<file path="config.mk">
export PLATFORM = sky130hd
export DESIGN_NAME = plights_led_port
export DESIGN_NICKNAME = d
export VERILOG_FILES = /design/src/rtl/plights_pkg.sv /design/src/rtl/plights_led_port_dwell_timer.sv /design/src/rtl/plights_led_port.sv
export SDC_FILE = /design/constraint.sdc
export NUM_CORES = 1
export LEC_CHECK = 0
export ABC_AREA = 0
export CORE_UTILIZATION = 49
export CTS_BUF_LIST = sky130_fd_sc_hd__clkbuf_2
export DETAILED_ROUTE_END_ITERATION = 16
export HOLD_SLACK_MARGIN = 0.05
export PLACE_DENSITY = 0.86
export SETUP_SLACK_MARGIN = 0.02
export SLEW_MARGIN = 20
export SYNTH_ARGS = -nofsm -noshare
export SYNTH_HDL_FRONTEND = slang
export SYNTH_SLANG_ARGS = --single-unit
</file>
<file path="constraint.sdc">
create_clock -name wb_clk -period 9.32 [get_ports wb_clk]
set_input_delay 1.398 -clock wb_clk [delete_from_list [all_inputs] [get_ports wb_clk]]
set_output_delay 1.398 -clock wb_clk [all_outputs]
set_load 0.02 [all_outputs]
</file>
<file path="src/rtl/plights_pkg.sv">
// Shared constants for the plights demo: LED port address map, pattern width, FSM states.
package plights_pkg;

    localparam logic [31:0] LED_BASE_ADDR = 32'h9100_0000;
    localparam logic [31:0] LED_HI_OFS    = 32'd0;
    localparam logic [31:0] LED_LO_OFS    = 32'd1;
    localparam int          LED_WIDTH     = 16;
    localparam int          DWELL_W       = 32;

    typedef enum logic [1:0] {
        ST_IDLE  = 2'd0,
        ST_STALL = 2'd1,
        ST_RESP  = 2'd2
    } led_state_e;

endpackage

</file>
<file path="src/rtl/plights_led_port_dwell_timer.sv">
// Loadable down-counter; busy while the count is non-zero, saturates at zero.
module dwell_timer
    import plights_pkg::*;
(
    input  logic               clk,
    input  logic               rst,
    input  logic               load,
    input  logic [DWELL_W-1:0] load_val,
    output logic               busy
);

    logic [DWELL_W-1:0] cnt_q;

    always_ff @(posedge clk or posedge rst) begin
        if (rst) begin
            cnt_q <= '0;
        end else if (load) begin
            cnt_q <= load_val;
        end else if (cnt_q != '0) begin
            cnt_q <= cnt_q - 1'b1;
        end
    end

    assign busy = (cnt_q != '0);

endmodule

</file>
<file path="src/rtl/plights_led_port.sv">
// Wishbone classic slave for the 16-bit LED pattern: high byte is staged, low-byte write
// commits both atomically, then the port reports busy on wb_rty_o for a dwell period.
module plights_led_port
    import plights_pkg::*;
#(
    parameter logic [31:0] BASE_ADDR    = LED_BASE_ADDR,
    parameter logic [31:0] DWELL_CYCLES = 32'd25_000_000
) (
    input  logic                 wb_clk,
    input  logic                 wb_rst,
    input  logic [31:0]          wb_adr_i,
    input  logic [31:0]          wb_dat_i,
    input  logic [3:0]           wb_sel_i,
    input  logic                 wb_we_i,
    input  logic                 wb_cyc_i,
    input  logic                 wb_stb_i,
    input  logic [2:0]           wb_cti_i,
    input  logic [1:0]           wb_bte_i,
    output logic [31:0]          wb_dat_o,
    output logic                 wb_ack_o,
    output logic                 wb_err_o,
    output logic                 wb_rty_o,
    output logic [LED_WIDTH-1:0] leds_o,
    output logic                 commit_o
);

    led_state_e               state_q, state_d;
    logic [LED_WIDTH/2-1:0]   shadow_hi;
    logic [31:0]              ofs;
    logic                     req, hit_hi, hit_lo, busy;
    logic                     ack_d, err_d, commit_d, shadow_we, rd_d;
    logic                     unused_bits;

    assign unused_bits = ^{wb_cti_i, wb_bte_i, wb_dat_i[15:0], wb_sel_i[1:0]};

    assign ofs    = wb_adr_i - BASE_ADDR;
    assign hit_hi = (ofs == LED_HI_OFS);
    assign hit_lo = (ofs == LED_LO_OFS);
    assign req    = wb_cyc_i & wb_stb_i & ~wb_ack_o & ~wb_err_o;

    always_comb begin
        state_d   = state_q;
        ack_d     = 1'b0;
        err_d     = 1'b0;
        commit_d  = 1'b0;
        shadow_we = 1'b0;
        rd_d      = 1'b0;
        case (state_q)
            ST_IDLE: begin
                if (req) begin
                    if (!(hit_hi || hit_lo)) begin
                        err_d   = 1'b1;
                        state_d = ST_RESP;
                    end else if (!wb_we_i) begin
                        ack_d   = 1'b1;
                        rd_d    = 1'b1;
                        state_d = ST_RESP;
                    end else if (hit_hi) begin
                        ack_d     = 1'b1;
                        shadow_we = wb_sel_i[3];
                        state_d   = ST_RESP;
                    end else if (busy) begin
                        state_d = ST_STALL;
                    end else begin
                        ack_d    = 1'b1;
                        commit_d = wb_sel_i[2];
                        state_d  = ST_RESP;
                    end
                end
            end
            ST_STALL: begin
                // Master may abandon the stalled write; nothing is committed then.
                if (!(wb_cyc_i && wb_stb_i)) begin
                    state_d = ST_IDLE;
                end else if (!busy) begin
                    ack_d    = 1'b1;
                    commit_d = wb_sel_i[2];
                    state_d  = ST_RESP;
                end
            end
            ST_RESP: state_d = ST_IDLE;
            default: state_d = ST_IDLE;
        endcase
    end

    always_ff @(posedge wb_clk or posedge wb_rst) begin
        if (wb_rst) begin
            state_q   <= ST_IDLE;
            wb_ack_o  <= 1'b0;
            wb_err_o  <= 1'b0;
            commit_o  <= 1'b0;
            wb_dat_o  <= '0;
            shadow_hi <= '0;
            leds_o    <= '0;
        end else begin
            state_q  <= state_d;
            wb_ack_o <= ack_d;
            wb_err_o <= err_d;
            commit_o <= commit_d;
            wb_dat_o <= rd_d ? {leds_o, {(32-LED_WIDTH){1'b0}}} : '0;
            if (shadow_we) shadow_hi <= wb_dat_i[31:24];
            if (commit_d)  leds_o    <= {shadow_hi, wb_dat_i[23:16]};
        end
    end

    dwell_timer u_dwell (
        .clk      (wb_clk),
        .rst      (wb_rst),
        .load     (commit_d),
        .load_val (DWELL_CYCLES),
        .busy     (busy)
    );

    assign wb_rty_o = busy;

endmodule
</file>
==> impl_metrics.toml <==
[outcome]
outcome = "completed"

[floorplanning]
top_level_ports = 130
chipHeight_um = 86.7
core.rowCount = 30
dieWidth_um = 86.7
dieArea_sq_um = 7520
initial_core_util = 0.512
core_sq_um = 6870

[detailed_routing]
viasPerCell = 5.39
drt_wl_total_um = 7520
wl_per_cell_um = 15.0
drcViolationCount = 0
drtIter0Drc = 193
first_pass_iters = 4
vias = 2698
postRouteAntennaNets = 0

[worst_setup_path]
critPathMaxFanout = 14
start_kind = "register"
slowest_stage = "nor4_4"
worstPathArrival_ns = 3.87
slowest_delay_ns = 0.70
cpLargestDelayFamily = "simple AND/OR/NAND/NOR gates"
rrSetupSlack_ns = 5.82
path_cells = "inv_1 -> ha_1 -> or4b_4 -> or3_1 -> nor4_4 -> inv_2 -> clkdlybuf4s50_1"
crit_required_ns = 7.92
r2r-end = "u_dwell.cnt_q[1]"
end_kind = "output port"
rr_worst_depth = 8
path_class = "reg -> out"
cp.buffers_inverters = 3
r2r_start = "u_dwell.cnt_q[0]"

[worst_hold_path]
min_from = "u_dwell.cnt_q[30]"
min_to = "u_dwell.cnt_q[30]"
hp-class = "reg -> reg"
whs_path_depth = 1

[logic_synthesis]
synth.distinct_cells = 43
synth_seq_cells = 77
dominantRegCellSynth = "dfrtp_1"
synth_top_area_frac = 0.548
synthCells = 303
synth_area_leaders = "dfrtp_1 (55%), mux2_2 (5.8%), xnor2_1 (4.5%), buf_4 (3.4%), nor4_1 (3.2%)"
ys_warn_count = 0
synth_area_sq_um = 3520
ys_seq_area_frac = 0.548
synth_edf_count = 0
synthArstFlopShare = 1.00
syn_area_per_cell_sq_um = 11.6
synth_top_area_cell = "dfrtp_1"

[finish]
finish.utilization = 0.671
drive_gt1_frac = 0.126
finalInstanceArea_sq_um = 4610
antennaDiodeCount = 0
fin_cells = 501
nNetsFinal = 479
synthToLayoutAreaGrowth_pct = 31.0

[grt]
grt_pass1_vias = 2626
track_usage = 0.214
grt_max_degree = 78
grt_pass1_wl_um = 12400
antenna_found_initial = 0
grt_overflow = 0

[place]
preCtsSetupSlack_ns = 4.62
gp_congestion = 0.826
hpwl_um = 5420
io_buffers = 90
dp.cells = 485
dpl-instance-area_sq_um = 4460

[timing]
rsz0062_at_grt = "false"
fmax_mhz = 190
setup_slack_ns = 4.05
period_needed_ns = 5.27
worst_slew_pin_slew_ns = 0.943
setup_violations = 0
slew_headroom = 0.365
fin_setup_tns_ns = 0
final.setup_skew_ns = 0.0208
hold_viol = 0
maxSlewViolCount = 0
fin_crit_sh = 0.565

[power]
ir_drop_mv = 0.0663
p_leak_uw = 0.00200
power_density_nw_per_um2 = 126

[clocking]
h-tree-depth = 3
postCtsHoldBufs = 0
cts_sinks = 77
post_cts_resized = 0
cts_tree = "built"
post_cts_buffers = 0
clk_pin_slew_ns = 0.21
clock_tree.root_cell = "clkbuf_2"
clock_latency_ns = 0.49
clockBufferDepth = 2
cts-buffers-inserted = 9

[flow_run]
drv_cap = 0
layer usage:
layer / wire length (um) / part of all wire / track usage
met5: 0 / 0 / 0
met4: 112 / 0.015 / 0.0742
met3: 361 / 0.048 / 0.0314
met2: 3860 / 0.51 / 0.372
met1: 3190 / 0.42 / 0.274
cell usage after synthesis (3+ instances only):
master and number:
and2_1 16, or4_1 8, nand3_1 7, buf_4 16, nor4_1 18, nor2_1 16, nand2_1 11, clkbuf_1 3
nor3_1 16, mux2_2 18, xnor2_1 18, nand4b_1 4, or3_1 6, a21oi_1 5, mux2_4 7, nor3b_1 3
dfrtp_1 77, o21ai_0 7, a211oi_1 4, inv_1 8, nand4_1 7
through the flow:
stage / power, uW / hold slack [ns]
floorplan: 359 / 0.441
global placement: 379 / 0.459
detailed placement: 380 / 0.483
CTS: 585 / 0.514
global route: 602 / 0.540
finish: 581 / 0.506
registers in the layout, indices dropped and copies added (netlist names):
name           cells
commit_o           1
u_dwell.cnt_q     32
wb_err_o           1
leds_o            16
state_q            2
shadow_hi          8
wb_dat_o          16
wb_ack_o           1
worst max path at each step:
stage | slack, ns | cells past startpoint | startpoint | to
2_1_floorplan | 5.42 | 8 | u_dwell.cnt_q[0] | wb_rty_o
4_1_cts | 4.01 | 7 | u_dwell.cnt_q[0] | wb_rty_o
3_3_place_gp | 4.65 | 7 | u_dwell.cnt_q[0] | wb_rty_o
6_report | 4.05 | 7 | u_dwell.cnt_q[0] | wb_rty_o
3_5_place_dp | 4.62 | 7 | u_dwell.cnt_q[0] | wb_rty_o
5_1_grt | 3.81 | 7 | u_dwell.cnt_q[0] | wb_rty_o
power by group:
group / switching [uW] / internal (uW) / total, uW
clock network: 115 / 91.9 / 207
registers: 0.282 / 335 / 335
logic: 17.4 / 21.7 / 39.1
total: 133 / 449 / 581
cells by family after synthesis:
group	Yosys count	synth area share
other cells	1	0.00107
simple gates	125	0.213
xor+xnor	20	0.0498
buf+inv	30	0.0533
compound gates	24	0.0441
mux	25	0.0875
flops	77	0.548
fa+ha+maj	1	0.00356
area by class of cell:
| type | count | area, sq um |
|---|---|---|
| Fill cell | 519 | 2260 |
| Sequential cell | 77 | 1930 |
| Multi-Input combinational cell | 211 | 1480 |
| Timing Repair Buffer | 92 | 916 |
| Tap cell | 96 | 120 |
| Clock inverter | 5 | 83.8 |
| Clock buffer | 11 | 55.1 |
| Inverter | 9 | 33.8 |
cell usage in the layout (no fill, tap or decap), types with 8 or more instances in the layout:
cell type        instances
and2_1                  16
clkbuf_2                11
clkdlybuf4s50_1         90
conb_1                  16
dfrtp_1                 77
mux2_2                  18
nand2_1                 11
nor2_1                  16
nor3_1                  16
nor4_1                  17
or4_1                    8
xnor2_1                 18
Note: power is estimated with default switching activity, not from simulation.
